==> src/rtl/prod_bcd_disp.sv <==
// prod_bcd_disp: captures the multiplier's 6-bit product on a load strobe and
// converts it to two BCD digits with a sequential shift-add-3 engine. It drives
// a time-multiplexed, active-low, 2-digit 7-segment display from the last
// converted value.
//
// Ports:
//   clk   - system clock, rising edge
//   rst   - asynchronous active-high reset
//   z     - 6-bit unsigned product (0..63)
//   load  - start conversion, accepted in IDLE or DONE
//   busy  - conversion in progress
//   done  - one-cycle pulse when bcd is updated
//   bcd   - {tens, ones} of the last accepted z
//   seg   - {g,f,e,d,c,b,a}, active-low
//   an    - digit enables, active-low; an[0] = ones, an[1] = tens
//
// Optional feature: define LEAD_ZERO_BLANK_EN to blank a zero tens digit.
module prod_bcd_disp #(
  parameter int unsigned SCAN_DIV = 50000
) (
  input  logic       clk,
  input  logic       rst,
  input  logic [5:0] z,
  input  logic       load,
  output logic       busy,
  output logic       done,
  output logic [7:0] bcd,
  output logic [6:0] seg,
  output logic [1:0] an
);

  localparam int unsigned CW = (SCAN_DIV > 2) ? $clog2(SCAN_DIV) : 1;

  typedef enum logic [1:0] {S_IDLE, S_CONV, S_DONE} state_t;

  state_t          state_q, state_d;
  logic [13:0]     sr_q, sr_d;
  logic [2:0]      cnt_q, cnt_d;
  logic [7:0]      bcd_q, bcd_d;
  logic [CW-1:0]   scan_q, scan_d;
  logic            sel_q, sel_d;
  logic [6:0]      seg_q, seg_d;
  logic [1:0]      an_q, an_d;

  function automatic logic [6:0] decode(input logic [3:0] d);
    case (d)
      4'd0:    decode = 7'b1000000;
      4'd1:    decode = 7'b1111001;
      4'd2:    decode = 7'b0100100;
      4'd3:    decode = 7'b0110000;
      4'd4:    decode = 7'b0011001;
      4'd5:    decode = 7'b0010010;
      4'd6:    decode = 7'b0000010;
      4'd7:    decode = 7'b1111000;
      4'd8:    decode = 7'b0000000;
      4'd9:    decode = 7'b0010000;
      default: decode = 7'b1111111;
    endcase
  endfunction

  // Conversion FSM
  always_comb begin
    logic [13:0] adj;
    logic [13:0] shifted;
    state_d = state_q;
    sr_d    = sr_q;
    cnt_d   = cnt_q;
    bcd_d   = bcd_q;
    adj     = sr_q;
    shifted = '0;
    if (adj[13:10] >= 4'd5) adj[13:10] = adj[13:10] + 4'd3;
    if (adj[9:6]   >= 4'd5) adj[9:6]   = adj[9:6]   + 4'd3;
    case (state_q)
      S_IDLE, S_DONE: begin
        if (load) begin
          sr_d    = {8'h00, z};
          cnt_d   = '0;
          state_d = S_CONV;
        end else begin
          state_d = S_IDLE;
        end
      end
      S_CONV: begin
        shifted = {adj[12:0], 1'b0};
        sr_d    = shifted;
        cnt_d   = cnt_q + 3'd1;
        // cnt_q == 5 is the sixth iteration; publish its shifted result now
        if (cnt_q == 3'd5) begin
          bcd_d   = shifted[13:6];
          state_d = S_DONE;
        end
      end
      default: state_d = S_IDLE;
    endcase
  end

  // Display scan; seg/an follow sel_q and bcd_q one edge later
  always_comb begin
    logic [3:0] digit;
    scan_d = scan_q + CW'(1);
    sel_d  = sel_q;
    if (scan_q == CW'(SCAN_DIV - 1)) begin
      scan_d = '0;
      sel_d  = ~sel_q;
    end
    digit = sel_q ? bcd_q[7:4] : bcd_q[3:0];
    seg_d = decode(digit);
    an_d  = sel_q ? 2'b01 : 2'b10;
`ifdef LEAD_ZERO_BLANK_EN
    if (sel_q && (bcd_q[7:4] == 4'd0)) seg_d = 7'b1111111;
`else
`endif
  end

  always_ff @(posedge clk or posedge rst) begin
    if (rst) begin
      state_q <= S_IDLE;
      sr_q    <= '0;
      cnt_q   <= '0;
      bcd_q   <= '0;
      scan_q  <= '0;
      sel_q   <= 1'b0;
      seg_q   <= 7'b1000000;
      an_q    <= 2'b10;
    end else begin
      state_q <= state_d;
      sr_q    <= sr_d;
      cnt_q   <= cnt_d;
      bcd_q   <= bcd_d;
      scan_q  <= scan_d;
      sel_q   <= sel_d;
      seg_q   <= seg_d;
      an_q    <= an_d;
    end
  end

  assign busy = (state_q == S_CONV);
  assign done = (state_q == S_DONE);
  assign bcd  = bcd_q;
  assign seg  = seg_q;
  assign an   = an_q;

endmodule

==> config.mk <==
export PLATFORM = sky130hd
export DESIGN_NAME = prod_bcd_disp
export DESIGN_NICKNAME = d
export VERILOG_FILES = /design/src/rtl/prod_bcd_disp.sv
export SDC_FILE = /design/constraint.sdc
export NUM_CORES = 1
export LEC_CHECK = 0
export CELL_PAD_IN_SITES_DETAIL_PLACEMENT = 2
export CELL_PAD_IN_SITES_GLOBAL_PLACEMENT = 2
export CORE_ASPECT_RATIO = 0.9
export CORE_MARGIN = 4
export CORE_UTILIZATION = 39
export DETAILED_ROUTE_END_ITERATION = 12
export GPL_TIMING_DRIVEN = 0
export PLACE_DENSITY_LB_ADDON = 0.1
export SLEW_MARGIN = 0
export SYNTH_ARGS = -nofsm -noshare
export SYNTH_HDL_FRONTEND = slang
export SYNTH_SLANG_ARGS = --single-unit
==> constraint.sdc <==
create_clock -name clk -period 2.8 [get_ports clk]
set_input_delay 0.42 -clock clk [delete_from_list [all_inputs] [get_ports clk]]
set_output_delay 0.42 -clock clk [all_outputs]
set_load 0.02 [all_outputs]
==> run summary <==
final WL -> 6600 microns
max_cap viols -> 0
Final Skew -> 0.00659 ns
mux cell area share after synthesis -> 6.48%
vias -> 1976
share of cells above drive strength 1 -> 9.00%
Main synth FF type -> dfrtp_1
growth of design area from synthesis to finish -> 19.2%
Synth Area in Compound Gates -> 11.4%
Synth Area in Simple Gates -> 15.8%
Longest Clk Path Bufs -> 2
Slew Viols, Final -> 0
Clock Pin Slew Worst Setup and Hold Paths -> 0.10 ns
post-route ant nets -> 0
Power per Cell Area -> 957 nW/um^2
die area -> 8110 sq um
post_cts resized -> 0
Slew @ Worst Pin -> 0.643 ns
Crit. End Element -> output pin
Seq/Total Area, Yosys -> 50.6%
Worst VDD drop -> 0.486 mV
Max-slew headroom -> 55.9%
count of final hold-check violations -> 0
fmax -> 0.432 GHz
CP max stage delay -> 0.65 ns
Starting Density -> 40.1%
crit path max fanout -> 6
initial antenna violation count -> 0
Placed Instance Area -> 3030 sq um
placement row count -> 28
Worst-Skew Late Latency -> 0.31 ns
Post-Syn Area -> 2630 sq um
Gate Count Post-Synth -> 253
Met2 Wirelength -> 3320 microns
DRC -> 0
synthesized net count -> 274
register area -> 1330 sq um
root buffer cell -> clkbuf_8
core area -> 6550 sq um
met3 routed WL -> 145 microns
final hold slack -> 0.405 ns
Mean Syn Cell Area -> 10.4 sq um
CTS buffer count -> 5
RSZ-0062 raised after global routing -> no
startpoint types -> flop
Distinct cells, synth -> 36
Die Wd -> 94.5 microns
Data arrival, critical path -> 1.90 ns
Clock Sinks -> 53
Antenna Diode Count -> 0
final period utilization -> 82.7%
CP max-delay cell -> clkdlybuf4s50_1
largest family of logic cells by synthesized area -> simple AND/OR/NAND/NOR gates
Initial DRC Count -> 40
most frequent cells in the layout -> dfrtp_1 (51), clkdlybuf4s50_1 (27), nor2_1 (24)
CTS tree -> built
fraction of registers with async set/reset -> 100%
setup TNS -> 0 ns
Chip Height -> 85.8 microns
largest net degree at the start of global routing -> 37
Fill cells -> 717
post-synthesis xor/xnor area fraction -> 6.67%
routed length per placed instance -> 17.4 microns
Post-synth EDFFs -> 0
Total GRT Usage -> 17.8%
area used by multi-input combinational logic -> 1210 sq um
Final setup viols -> 0
crit path cell chain -> nand2b_1 -> inv_1 -> clkdlybuf4s50_1
DR top layer -> met4
HPWL Detailed -> 4880 microns
Routability Congestion -> 0.776
Min-Delay Path Class -> reg2reg
commonest non-fill, non-tap cell in the layout -> dfrtp_1
Seq cells post-synth -> 53
port buffer count -> 27
Metal-1 WL -> 3060 microns
first-pass GRT wire length -> 11200 microns
WP data required -> 2.38 ns
vias in the first global route -> 2205
CP Class -> reg2out
Final Core Density -> 47.8%
non-filler cells, final -> 379
CTS Hold Bufs -> 0
H-tree depth -> 2
nets -> 309
status -> finished, final reports clean
post-route minimum period -> 2.32 ns
DR pass1 iterations -> 4
vias per std cell -> 5.21
Adder-Cell Fraction of Synth Area -> 5.72%
post-CTS setup buffer count -> 0
placed insts -> 371
Leak -> 1.38 nW
post-layout instance area -> 3130 sq um
num ports -> 28
GRT overflow -> 0
Warnings, synthesis -> 0
==> per-stage QoR <==
stage	total power, mW	worst slack [ns]
2_1_floorplan	2.02	1.10
3_3_place_gp	2.47	-0.00557
3_5_place_dp	2.56	0.783
4_1_cts	3.05	0.480
5_1_grt	3.24	0.367
6_report	3.00	0.484
==> sequential cells by signal (all words and copies together) (netlist names) <==
name     flops
bcd          8
scan_q      16
sr_q        14
seg          7
cnt_q        3
sel_q        1
state_q      2
an           2
==> final cells by class <==
| class | instances | area share (%) |
|---|---|---|
| clock buffer | 7 | 3.08 |
| timing repair buffer | 28 | 9.28 |
| inverter | 16 | 1.92 |
| buffer | 6 | 0.840 |
| sequential | 53 | 42.5 |
| tap | 90 | 3.60 |
| clock inverter | 1 | 0.160 |
| multi-input combinational | 178 | 38.7 |
==> per-layer routing <==
layer,GRT usage [%],up-vias
met3,3.25,6
met2,30.4,21
met4,4.72,0
li1,-,935
met1,23.1,1014
met5,0,-
==> synth_stat cells (2+ instances only) <==
master     n  area, sq um
dfrtp_1   51         1280
o21a_1     2         15.0
ha_1      12          150
o31ai_1    2         15.0
nor2_1    24         90.1
nor4_1     3         18.8
xor2_1     5         43.8
nand2_1   17         63.8
nor3b_1    4         30.0
nand2b_1   6         37.5
a21o_1     2         15.0
a211oi_1   4         30.0
a21oi_1   15         75.1
mux2_2     8         90.1
mux2i_1    8         80.1
dfstp_2    2         52.6
nand4_1    5         31.3
a22o_1     3         26.3
nor2b_1    6         37.5
nand3_1    7         35.0
buf_2      3         15.0
nor3_1     4         20.0
inv_1     16         60.1
clkbuf_1   3         11.3
o21ai_0   16         80.1
xnor2_1   15          131
==> critical path: cells and delay by family (launching register included) <==
kind          cells  cell delay (ns)
flops             1             0.45
simple gates      1             0.25
buf+inv           2             0.89
==> where the power goes <==
group	internal, mW	switching, mW
registers	0.992	0.202
clock network	0.224	0.259
logic	0.603	0.715
==> logic make-up (layout without fill, tap and decap cells) <==
family                   after synthesis  count (layout)
AO/OA/AOI/OAI                         49              49
buffers and inverters                 22              58
XOR/XNOR                              20              20
flip-flops                            53              53
AND/OR/NAND/NOR                       81              81
adder cells (fa/ha/maj)               12              12
multiplexers                          16              16
==> worst paths after layout <==
kind / startpoint / end / slack (ns) / cells past startpoint
worst max-delay path: state_q[1] / busy / 0.48 / 3
worst min-delay path: sel_q / an[0] / 0.41 / 0
worst max register to register: sel_q / seg[3] / 1.04 / 7
worst min register to register: sel_q / an[0] / 0.41 / 0
max in group asynchronous: rst / an[1] / 1.77 / 3
min in group asynchronous: rst / scan_q[9] / 0.42 / 2
Power figures use the tool's default switching activity.
